File: config.mk
export PLATFORM = sky130hd
export DESIGN_NAME = uart_rx
export DESIGN_NICKNAME = d
export VERILOG_FILES = /design/src/rtl/uart_rx.sv
export SDC_FILE = /design/constraint.sdc
export NUM_CORES = 1
export LEC_CHECK = 0
export BUFFER_PORTS_ARGS = -buffer_cell sky130_fd_sc_hd__buf_2
export CAP_MARGIN = 10
export CELL_PAD_IN_SITES_DETAIL_PLACEMENT = 1
export CELL_PAD_IN_SITES_GLOBAL_PLACEMENT = 2
export CORE_AREA = 2 2 58 101
export DETAILED_ROUTE_END_ITERATION = 10
export DIE_AREA = 0 0 60 103
export PLACE_DENSITY = 0.77
export SKIP_CTS_REPAIR_TIMING = 1
export SYNTH_ARGS = -nofsm -noshare
export SYNTH_HDL_FRONTEND = slang
export SYNTH_SLANG_ARGS = --single-unit
export TNS_END_PERCENT = 5
File: constraint.sdc
create_clock -name clk -period 2.8 [get_ports clk]
set_clock_uncertainty 0.2 [all_clocks]
set_input_delay 0.14 -clock clk [delete_from_list [all_inputs] [get_ports clk]]
set_output_delay 0.14 -clock clk [all_outputs]
set_load 0.02 [all_outputs]
File: src/rtl/uart_rx.sv
// uart_rx: 8N1 UART receiver (clk, rst_n, rx -> data_out, data_valid/framing_err pulses, busy)
module uart_rx #(
  parameter int CLOCK_FREQ = 50000000,
  parameter int BAUD_RATE  = 9600
) (
  input  logic       clk,
  input  logic       rst_n,
  input  logic       rx,
  output logic [7:0] data_out,
  output logic       data_valid,
  output logic       framing_err,
  output logic       busy
);
  localparam int CYCLES_PER_BIT = CLOCK_FREQ / BAUD_RATE;
  localparam int HALF_BIT = CYCLES_PER_BIT / 2;
  if (CYCLES_PER_BIT < 4 || CYCLES_PER_BIT > 65535) begin : g_bad_baud
    $error("uart_rx: CYCLES_PER_BIT out of range 4..65535");
  end
  typedef enum logic [1:0] {IDLE, START, DATA, STOP} state_t;
  state_t state, state_n;
  logic rx_m, rx_s, rx_s_d, tick;
  logic [15:0] baud_cnt;
  logic [2:0] bit_idx;
  logic [7:0] shift_reg;
  assign tick = baud_cnt == '0;
  always_comb begin
    state_n = state;
    case (state)
      IDLE:    state_n = (!rx_s && rx_s_d) ? START : IDLE;
      START:   state_n = tick ? (rx_s ? IDLE : DATA) : START;
      DATA:    state_n = (tick && bit_idx == 3'd7) ? STOP : DATA;
      STOP:    state_n = tick ? IDLE : STOP;
      default: state_n = IDLE;
    endcase
  end
  always_ff @(posedge clk or negedge rst_n)
    if (!rst_n) state <= IDLE;
    else state <= state_n;
  always_ff @(posedge clk or negedge rst_n)
    if (!rst_n) begin
      {rx_s_d, rx_s, rx_m} <= 3'b111;
      baud_cnt <= '0;
      bit_idx <= '0;
      shift_reg <= '0;
      data_out <= '0;
      data_valid <= 1'b0;
      framing_err <= 1'b0;
      busy <= 1'b0;
    end else begin
      {rx_s_d, rx_s, rx_m} <= {rx_s, rx_m, rx};
      busy <= state_n != IDLE;
      data_valid <= state == STOP && tick && rx_s;
      framing_err <= state == STOP && tick && !rx_s;
      baud_cnt <= state == IDLE ? 16'(HALF_BIT - 1) : tick ? 16'(CYCLES_PER_BIT - 1) : baud_cnt - 16'd1;
      if (state == START) bit_idx <= '0;
      else if (state == DATA && tick) bit_idx <= bit_idx + 3'd1;
      if (state == DATA && tick) shift_reg[bit_idx] <= rx_s;
      if (state == STOP && tick && rx_s) data_out <= shift_reg;
    end
endmodule
==> summary.txt, run 1 <==
Die
  – CORE AREA: 5450 um2
  – Die Span Y: approximately 100 um
  – # rows: 36
  – Die width: around 60 um
  – Starting density of the core: 0.376
  – Die area: roughly 6200 um2
  – IO Count: 14

Global routing
  – GRT Total Usage: 0.182
  – Vias in the first global route: between 1,500 and 2,000
  – Largest net degree at the start of global routing: 44
  – Initial antenna violation count: 0
  – First-pass GRT wire length: a little over 8000 um
  – Total grt overflow: 0

Setup path
  – Setup Crit Path Kind: flip-flop to flip-flop
  – Cells on worst reg2reg path: 7
  – Arrival @ worst endpoint: roughly 2.4 ns
  – FF-to-FF Start: baud_cnt[0]
  – R2R setup slack: about 0.41 ns
  – Crit. End Element: flip-flop
  – Crit Path Max Fanout: 10
  – Critical Path Source Type: flip-flop
  – Data required time at the worst endpoint: between 2 and 3 ns
  – Worst r2r dst: state[1]

Finish
  – Area grow syn2layout: 11.3%
  – Fin nets: between 200 and 250
  – # fillers: between 600 and 700
  – Share of cells above drive strength 1: 0.188
  – Max reg flops: 16
  – Commonest non-fill, non-tap cell in the layout: dfrtp_1
  – Most frequent cells in the layout: dfrtp_1, nor2_1, buf_2
  – # diodes: 0

Pwr
  – Int Pwr: between 1 and 1.5 mW
  – Psw: between 0.4 and 0.5 mW
  – Combinational share of power: 0.202
  – PwrDens: roughly 660 nW/um2
  – Sequential share of power: 0.547
  – Leak: between 1 and 1.5 nW
  – Sw frac: 0.329
  – Clock network power share: 0.251
  – VDD IR max: approximately 0.00035 V

Logic synthesis
  – Syn_area_per_cell: 10.8 um2
  – Sequential element share of the synthesized area: 0.528
  – Yosys warns: 0
  – Register bit total from synthesis: 43
  – Post-Syn Area: a little over 2000 um2
  – Mapped Cells: between 150 and 200
  – Syn_nets: a little under 200
  – Post-synth cell types: 38

Job
  – MaxCap Viol Count: 0

Timing
  – Hold WS: between 0.15 and 0.2 ns
  – Period utilization: 0.854
  – Max Fclk: ~420 MHz
  – Slew HR: 0.371
  – Post-route minimum period: ~2.4 ns
  – Max Transition Viols Final: 0
  – Final setup violation count: 0
  – Final Hold Fails: 0
  – RSZ-0062 raised after global routing: false
  – Setup TNS: 0 ns
  – Tightest Pin Transition: about 0.94 ns

Clocking
  – Reg clk slew, reported paths: 0.08 ns
  – Skew-Pair Late Insertion Delay: 0.29 ns
  – TritonCTS clock tree: yes
  – CTS max path bufs: 2
  – Clock root cell: clkbuf_8
  – Number of CTS-inserted buffers: 5
  – Clk sink count: 43
  – H-tree lvl count: 2

Hold path
  – Worst Hold End: rx_s
  – Min-Delay Path Class: flip-flop to flip-flop
  – Min-delay src: rx_m
  – Worst Hold Depth: 0

Placement
  – GP Congestion: slightly above 0.8
  – DP HPWL: 3720 um
  – Number of port buffers: 13

Detailed routing
  – DR vias/cell: roughly 5.4
  – Routed length per instance: roughly 17 um
  – Post-route ant nets: 0
  – Total Routed Length: 4890 um
  – DRC viols: 0
  – DR iter-0 viols: 16
  – Pre-Repair DR Iteration Count: 4
  – Vias: about 1,500

Status
  – Status: complete, no violations
-- Yosys cell counts --
master    count  area, um2
or2_2         1       6.26
mux2_1        8       90.1
nor4b_2       1       15.0
nand3_1       3       15.0
nor4_4        1       21.3
nor2_4        1       11.3
xnor2_1       2       17.5
or4_1         1       7.51
xor2_1        8       70.1
buf_6         1       11.3
nand4b_1      1       8.76
a31oi_1       4       25.0
nor2_1       18       67.6
dfstp_2       3       78.8
ha_1          4       50.1
a21oi_1      12       60.1
a21o_1        1       7.51
buf_2         3       15.0
and3_1        1       6.26
nand3b_1      2       15.0
nor4_2        1       12.5
dfrtp_1      40       1000
nand2_1      12       45.0
o21ai_0      10       50.1
o41ai_1       1       8.76
buf_4         1       7.51
or3_1         3       18.8
a31o_1        1       8.76
a31o_2        1       8.76
nand4_2       1       12.5
nand2b_1      1       6.26
and4_1        1       8.76
nor4_1        3       18.8
inv_1         8       30.0
mux2_2        8       90.1
nand4_1      11       68.8
nor3_1        8       40.0
clkbuf_1      3       11.3
-- power groups by stage --
stage | Clock (mW) | Sequential (mW) | Combinational (mW)
finish | 0.377 | 0.820 | 0.303
global route | 0.408 | 0.837 | 0.352
CTS | 0.395 | 0.822 | 0.308
detailed placement | 0 | 0.834 | 0.304
global placement | 0 | 0.825 | 0.299
floorplan | 0 | 0.805 | 0.229
-- cells by family after synthesis --
kind of cell | share of synthesized area
buf+inv | 0.0367
simple gates | 0.198
flops | 0.528
mux | 0.0880
fa+ha+maj | 0.0245
xor+xnor | 0.0428
compound gates | 0.0825
-- worst max path at each step --
| stage | startpoint | end | slack [ns] | cells after the start |
|---|---|---|---|---|
| 6_report | baud_cnt[0] | state[1] | 0.41 | 7 |
| 5_1_grt | baud_cnt[0] | shift_reg[6] | 0.24 | 6 |
| 4_1_cts | baud_cnt[0] | state[1] | 0.41 | 7 |
| 3_5_place_dp | baud_cnt[0] | shift_reg[1] | 0.44 | 6 |
| 3_3_place_gp | baud_cnt[0] | shift_reg[6] | 0.53 | 6 |
| 2_1_floorplan | baud_cnt[0] | data_out[0] | 0.77 | 6 |
-- area by class of cell --
cell class | count | area, um2 | area share
clock buffers | 7 | 76.3 | 0.0335
clock inverters | 1 | 5.00 | 0.00220
inverters | 8 | 30.0 | 0.0132
multi-input cells | 131 | 892 | 0.392
flip-flops and latches | 43 | 1080 | 0.474
well taps | 76 | 95.1 | 0.0417
repair buffers | 17 | 100 | 0.0439
-- through the flow --
step / cells / utilization / setup slack [ns] / total power, mW / cell area [um2]
after floorplan: 190 / - / 0.767 / 1.03 / 2050
after global placement: 273 / 0.399 / 0.529 / 1.12 / 2180
after detailed placement: 273 / 0.399 / 0.439 / 1.14 / 2180
after CTS: 281 / 0.414 / 0.406 / 1.52 / 2260
after global routing: 283 / 0.418 / 0.238 / 1.60 / 2280
final: 283 / 0.418 / 0.408 / 1.50 / 2280
-- worst max-delay path, stage by stage, from the launching register on --
cell     delay, ns
dfrtp_1       0.43
inv_1         0.10
ha_1          0.16
nor4b_2       0.36
and4_1        0.48
buf_4         0.25
a21oi_1       0.09
a31o_1        0.21
-- metal layers --
metal	routed length (um)	vias up	share of wire	GRT usage
met5	0	-	0	0
met4	154	0	0.032	0.0940
met3	116	12	0.024	0.0289
met2	2930	24	0.60	0.355
met1	1690	774	0.34	0.170
li1	-	706	-	-
No activity file was read; power rests on OpenSTA's default activity.
==> run 2, diff against run 1 <==
BUFFER_PORTS_ARGS = -buffer_cell sky130_fd_sc_hd__buf_4   (was -buffer_cell sky130_fd_sc_hd__buf_2)
CTS_BUF_LIST = sky130_fd_sc_hd__clkbuf_16   (was not set)
==> run 2 against run 1 <==
Non-clock buffer count unchanged. Utilization up 1.8 points. First-iteration DRC count up 50%. Wire length down 0.84%. Setup slack worse by 0.13 ns. Die area unchanged. Final area up 4.2%. Combinational power up 1%. Final cell count unchanged. Flip-flop and latch count unchanged. Clock power up 51%. Global-route usage down 0.85 points. Critical path type unchanged.
==> summary.txt, run 2 (synthesis gave the netlist of run 1 again) <==
Detailed routing
  – Vias: 1,489
  – DR vias/cell: 5.26
  – Pre-Repair DR Iteration Count: 2
  – Total Routed Length: roughly 4800 um
  – Routed length per instance: about 17 um
  – DRC viols: 0
  – DR iter-0 viols: 24
  – Post-route ant nets: 0

Setup path
  – CP cell instances: inv_1 -> ha_1 -> nor4b_2 -> and4_1 -> nand4_1 -> mux2_1
  – CP max stage cell: and4_1
  – Setup Crit Path Kind: flip-flop to flip-flop
  – Arrival @ worst endpoint: roughly 2.5 ns
  – Crit Path Max Fanout: 12
  – Slowest stage delay, CP: 0.53 ns
  – Critical Path Source Type: flip-flop
  – Crit. End Element: flip-flop
  – Data required time at the worst endpoint: approximately 2.8 ns
  – Cells on worst reg2reg path: 6

Pwr
  – VDD IR max: between 0.0003 and 0.0004 V
  – Leak: 1.04 nW
  – PwrDens: around 720 nW/um2
  – Design Power: ~1.7 mW

Die
  – Die area: slightly above 6000 um2
  – # rows: 36
  – Die Span Y: between 100 and 150 um
  – IO Count: 14
  – Starting density of the core: 0.376
  – CORE AREA: approximately 5500 um2
  – Die width: ~60 um

Finish
  – Finished Layout Cells: roughly 280
  – Share of cells above drive strength 1: 0.193
  – # diodes: 0
  – Commonest non-fill, non-tap cell in the layout: dfrtp_1
  – Most frequent cells in the layout: dfrtp_1, nor2_1, buf_4
  – Area grow syn2layout: 16.0%
  – Finished Core Util: 0.436
  – Max reg flops: 16
  – Fin nets: roughly 210
  – # fillers: between 600 and 700

Clocking
  – Reg clk slew, reported paths: ~0.060 ns
  – CTS max path bufs: 2
  – Clk sink count: between 40 and 50
  – Clock root cell: clkbuf_16
  – H-tree lvl count: 2
  – Number of CTS-inserted buffers: 5
  – TritonCTS clock tree: yes
  – Skew-Pair Late Insertion Delay: 0.29 ns

Global routing
  – GRT Total Usage: 0.173
  – Vias in the first global route: around 1,600
  – Largest net degree at the start of global routing: 44
  – Total grt overflow: 0
  – First-pass GRT wire length: between 7000 and 8000 um
  – Initial antenna violation count: 0

Timing
  – Slew HR: 0.585
  – Period utilization: 0.900
  – Setup TNS: 0 ns
  – Post-route minimum period: between 2 and 3 ns
  – Tightest Pin Transition: just over 0.6 ns
  – Final setup violation count: 0
  – Max Transition Viols Final: 0
  – Final Hold Fails: 0
  – Hold WS: 0.158 ns
  – Max Fclk: roughly 400 MHz
  – RSZ-0062 raised after global routing: false

Placement
  – Cell count after placement: between 200 and 300
  – Number of port buffers: 13
  – GP Congestion: roughly 0.84
  – DP HPWL: roughly 3700 um

Job
  – MaxCap Viol Count: 0

Status
  – Status: complete, no violations

Hold path
  – Worst Hold Depth: 0
  – Min-Delay Path Class: flip-flop to flip-flop
-- run 2: cell types whose count changed in the layout (fill, tap and decap cells not counted) --
cell | previous run | this run
buf_2 | 13 | 0
buf_4 | 2 | 15
clkbuf_16 | 0 | 5
clkbuf_8 | 5 | 0
clkbuf_1 | 2 | 0
clkinv_1 | 0 | 1
clkinv_2 | 1 | 0
clkinv_4 | 0 | 1
clkinvlp_4 | 0 | 1
-- run 2: area by class of cell --
| type | instances | area, um2 | area share |
|---|---|---|---|
| Timing Repair Buffer | 17 | 133 | 0.0558 |
| Clock inverter | 3 | 20.0 | 0.00843 |
| Clock buffer | 5 | 125 | 0.0527 |
| Tap cell | 76 | 95.1 | 0.0400 |
| Multi-Input combinational cell | 131 | 892 | 0.376 |
| Sequential cell | 43 | 1080 | 0.455 |
| Inverter | 8 | 30.0 | 0.0126 |
-- run 2: worst max-delay path: cells and delay by family (launching register included) --
| kind | cells | cell delay (ns) |
|---|---|---|
| and+or+nand+nor | 3 | 1.11 |
| adders and majority gates | 1 | 0.19 |
| buffers and inverters | 1 | 0.10 |
| DFF | 1 | 0.42 |
| muxes | 1 | 0.37 |
-- run 2: where the power goes --
part	switching (mW)	total, mW	internal (mW)
sequential	0.120	0.826	0.706
clock	0.241	0.569	0.329
combinational	0.178	0.307	0.129
-- run 2: routing by layer --
metal  global-route usage  vias to the layer above  wire, um
li1                     -                      706         -
met1                0.170                      755      1680
met2                0.337                       19      2960
met3               0.0276                        9       100
met4               0.0752                        0       102
met5                    0                        -         0
-- run 2: stage by stage --
| stage | setup slack, ns | area, um2 |
|---|---|---|
| 2_1_floorplan | 0.767 | 2050 |
| 3_3_place_gp | 0.418 | 2210 |
| 3_5_place_dp | 0.310 | 2210 |
| 4_1_cts | 0.243 | 2350 |
| 5_1_grt | 0.114 | 2370 |
| 6_report | 0.280 | 2370 |
-- run 2: final timing paths --
path	from	endpoint	slack, ns
setup / recovery	baud_cnt[0]	shift_reg[5]	0.28
hold reg to reg	rx_m	rx_s	0.16
max in group asynchronous	rst_n	rx_s_d	1.82
setup reg to reg	baud_cnt[0]	shift_reg[5]	0.28
min in group asynchronous	rst_n	baud_cnt[11]	0.18
hold / removal	rx_m	rx_s	0.16
==> run 3, diff against run 2 <==
PLACE_DENSITY = not set   (was 0.77)
PLACE_DENSITY_LB_ADDON = 0.1   (was not set)
==> run 3 against run 2 <==
Total power is 5.3% higher. First-iteration DRC count shrank 33%. Utilization rose by 0.44 points. Critical path type unchanged. Critical endpoint is now shift_reg[4].
==> summary.txt, run 3 (synthesis gave the netlist of run 1 again) <==
Setup path
  – Setup Crit Path Kind: flip-flop to flip-flop
  – Critical Path Source Type: flip-flop
  – Crit Path Max Fanout: 12
  – Crit. End Element: flip-flop
  – Arrival @ worst endpoint: between 2 and 2.5 ns
  – Data required time at the worst endpoint: ~2.8 ns

Placement
  – DP HPWL: around 3600 um
  – Cell count after placement: about 270
  – Number of port buffers: 13
  – GP Congestion: roughly 0.77

Detailed routing
  – Vias: between 1,500 and 2,000
  – Pre-Repair DR Iteration Count: 4
  – DRC viols: 0
  – Total Routed Length: roughly 5000 um
  – DR vias/cell: 5.33
  – Routed length per instance: 17.3 um
  – DR iter-0 viols: 16
  – Post-route ant nets: 0

Pwr
  – VDD IR max: around 0.0003 V
  – PwrDens: approximately 750 nW/um2
  – Design Power: around 1.8 mW
  – Leak: about 1.1 nW

Finish
  – Area of the multi-input gates: roughly 890 um2
  – Max reg flops: 16
  – Most frequent cells in the layout: dfrtp_1, nor2_1, buf_4
  – # fillers: 604
  – Fin nets: ~210
  – Commonest non-fill, non-tap cell in the layout: dfrtp_1
  – # diodes: 0
  – Seq. cell area: around 1100 um2
  – Share of cells above drive strength 1: 0.198
  – Finished Layout Cells: roughly 280
  – Area grow syn2layout: 17.2%

Clocking
  – Reg clk slew, reported paths: roughly 0.060 ns
  – Clock root cell: clkbuf_16
  – Number of CTS-inserted buffers: 5
  – Skew-Pair Late Insertion Delay: about 0.29 ns
  – H-tree lvl count: 2
  – CTS max path bufs: 2
  – TritonCTS clock tree: yes
  – Clk sink count: 43

Timing
  – Slew HR: 0.602
  – Max Transition Viols Final: 0
  – Tightest Pin Transition: 0.595 ns
  – Final Hold Fails: 0
  – Max Fclk: just over 400 MHz
  – Post-route minimum period: around 2.5 ns
  – Setup TNS: 0 ns
  – RSZ-0062 raised after global routing: false
  – Final setup violation count: 0
  – Period utilization: 0.885

Die
  – # rows: 36
  – Die Span Y: 103 um
  – Starting density of the core: 0.376
  – Die area: a little over 6000 um2
  – CORE AREA: approximately 5500 um2
  – Die width: around 60 um
  – IO Count: 14

Job
  – MaxCap Viol Count: 0

Global routing
  – Vias in the first global route: between 1,500 and 2,000
  – First-pass GRT wire length: 8170 um
  – GRT Total Usage: 0.182
  – Initial antenna violation count: 0
  – Total grt overflow: 0
  – Largest net degree at the start of global routing: 44

Hold path
  – Min-Delay Path Class: flip-flop to flip-flop

Status
  – Status: complete, no violations
[run 3: changes by cell type in the layout (fill, tap and decap cells not counted), sizes merged]
cell | before | now
bufinv | 0 | 1
clkinvlp | 1 | 0
[run 3: cell type report]
type | instances | area share
Tap cell | 76 | 0.0396
Multi-Input combinational cell | 131 | 0.372
Clock buffer | 5 | 0.0522
Sequential cell | 43 | 0.450
Timing Repair Buffer | 17 | 0.0553
Inverter | 8 | 0.0125
Clock inverter | 3 | 0.0183
[run 3: routing by layer]
metal  vias to the layer above  GRT usage  share of wire
met1                       773      0.177           0.36
met5                         -          0              0
met4                         0     0.0889          0.029
met2                        15      0.353           0.59
met3                        10     0.0276          0.014
li1                        709          -              -
[run 3: worst max-delay path: stages, from the launching register on]
cell	delay, ns
dfrtp_1	0.42
inv_1	0.10
ha_1	0.17
nor4b_2	0.36
and4_1	0.54
nand4_1	0.22
mux2_1	0.36
[run 3: final timing paths]
kind	startpoint	end	slack, ns	cells past startpoint
max	baud_cnt[0]	shift_reg[4]	0.32	6
min	rx_m	rx_s	0.16	0
max reg2reg	baud_cnt[0]	shift_reg[4]	0.32	6
min reg2reg	rx_m	rx_s	0.16	0
max in group asynchronous	rst_n	rx_s_d	1.82	2
min in group asynchronous	rst_n	baud_cnt[9]	0.18	2
[run 3: power by group]
group / switching [mW] / total, mW / leakage, nW / internal, mW
logic: 0.179 / 0.308 / 0.420 / 0.128
registers: 0.116 / 0.822 / 0.554 / 0.706
clock network: 0.244 / 0.664 / 0.0838 / 0.420
total: 0.539 / 1.79 / 1.06 / 1.25
[run 3: per-stage QoR]
stage          utilization  hold WS, ns  setup WS (ns)  area, um2
6_report             0.440        0.165          0.323       2400
3_3_place_gp         0.405      -0.0385          0.381       2210
2_1_floorplan            -       -0.356          0.767       2050
4_1_cts              0.436       -0.338          0.336       2380
5_1_grt              0.440        0.167          0.186       2400
3_5_place_dp         0.405      -0.0260          0.348       2210
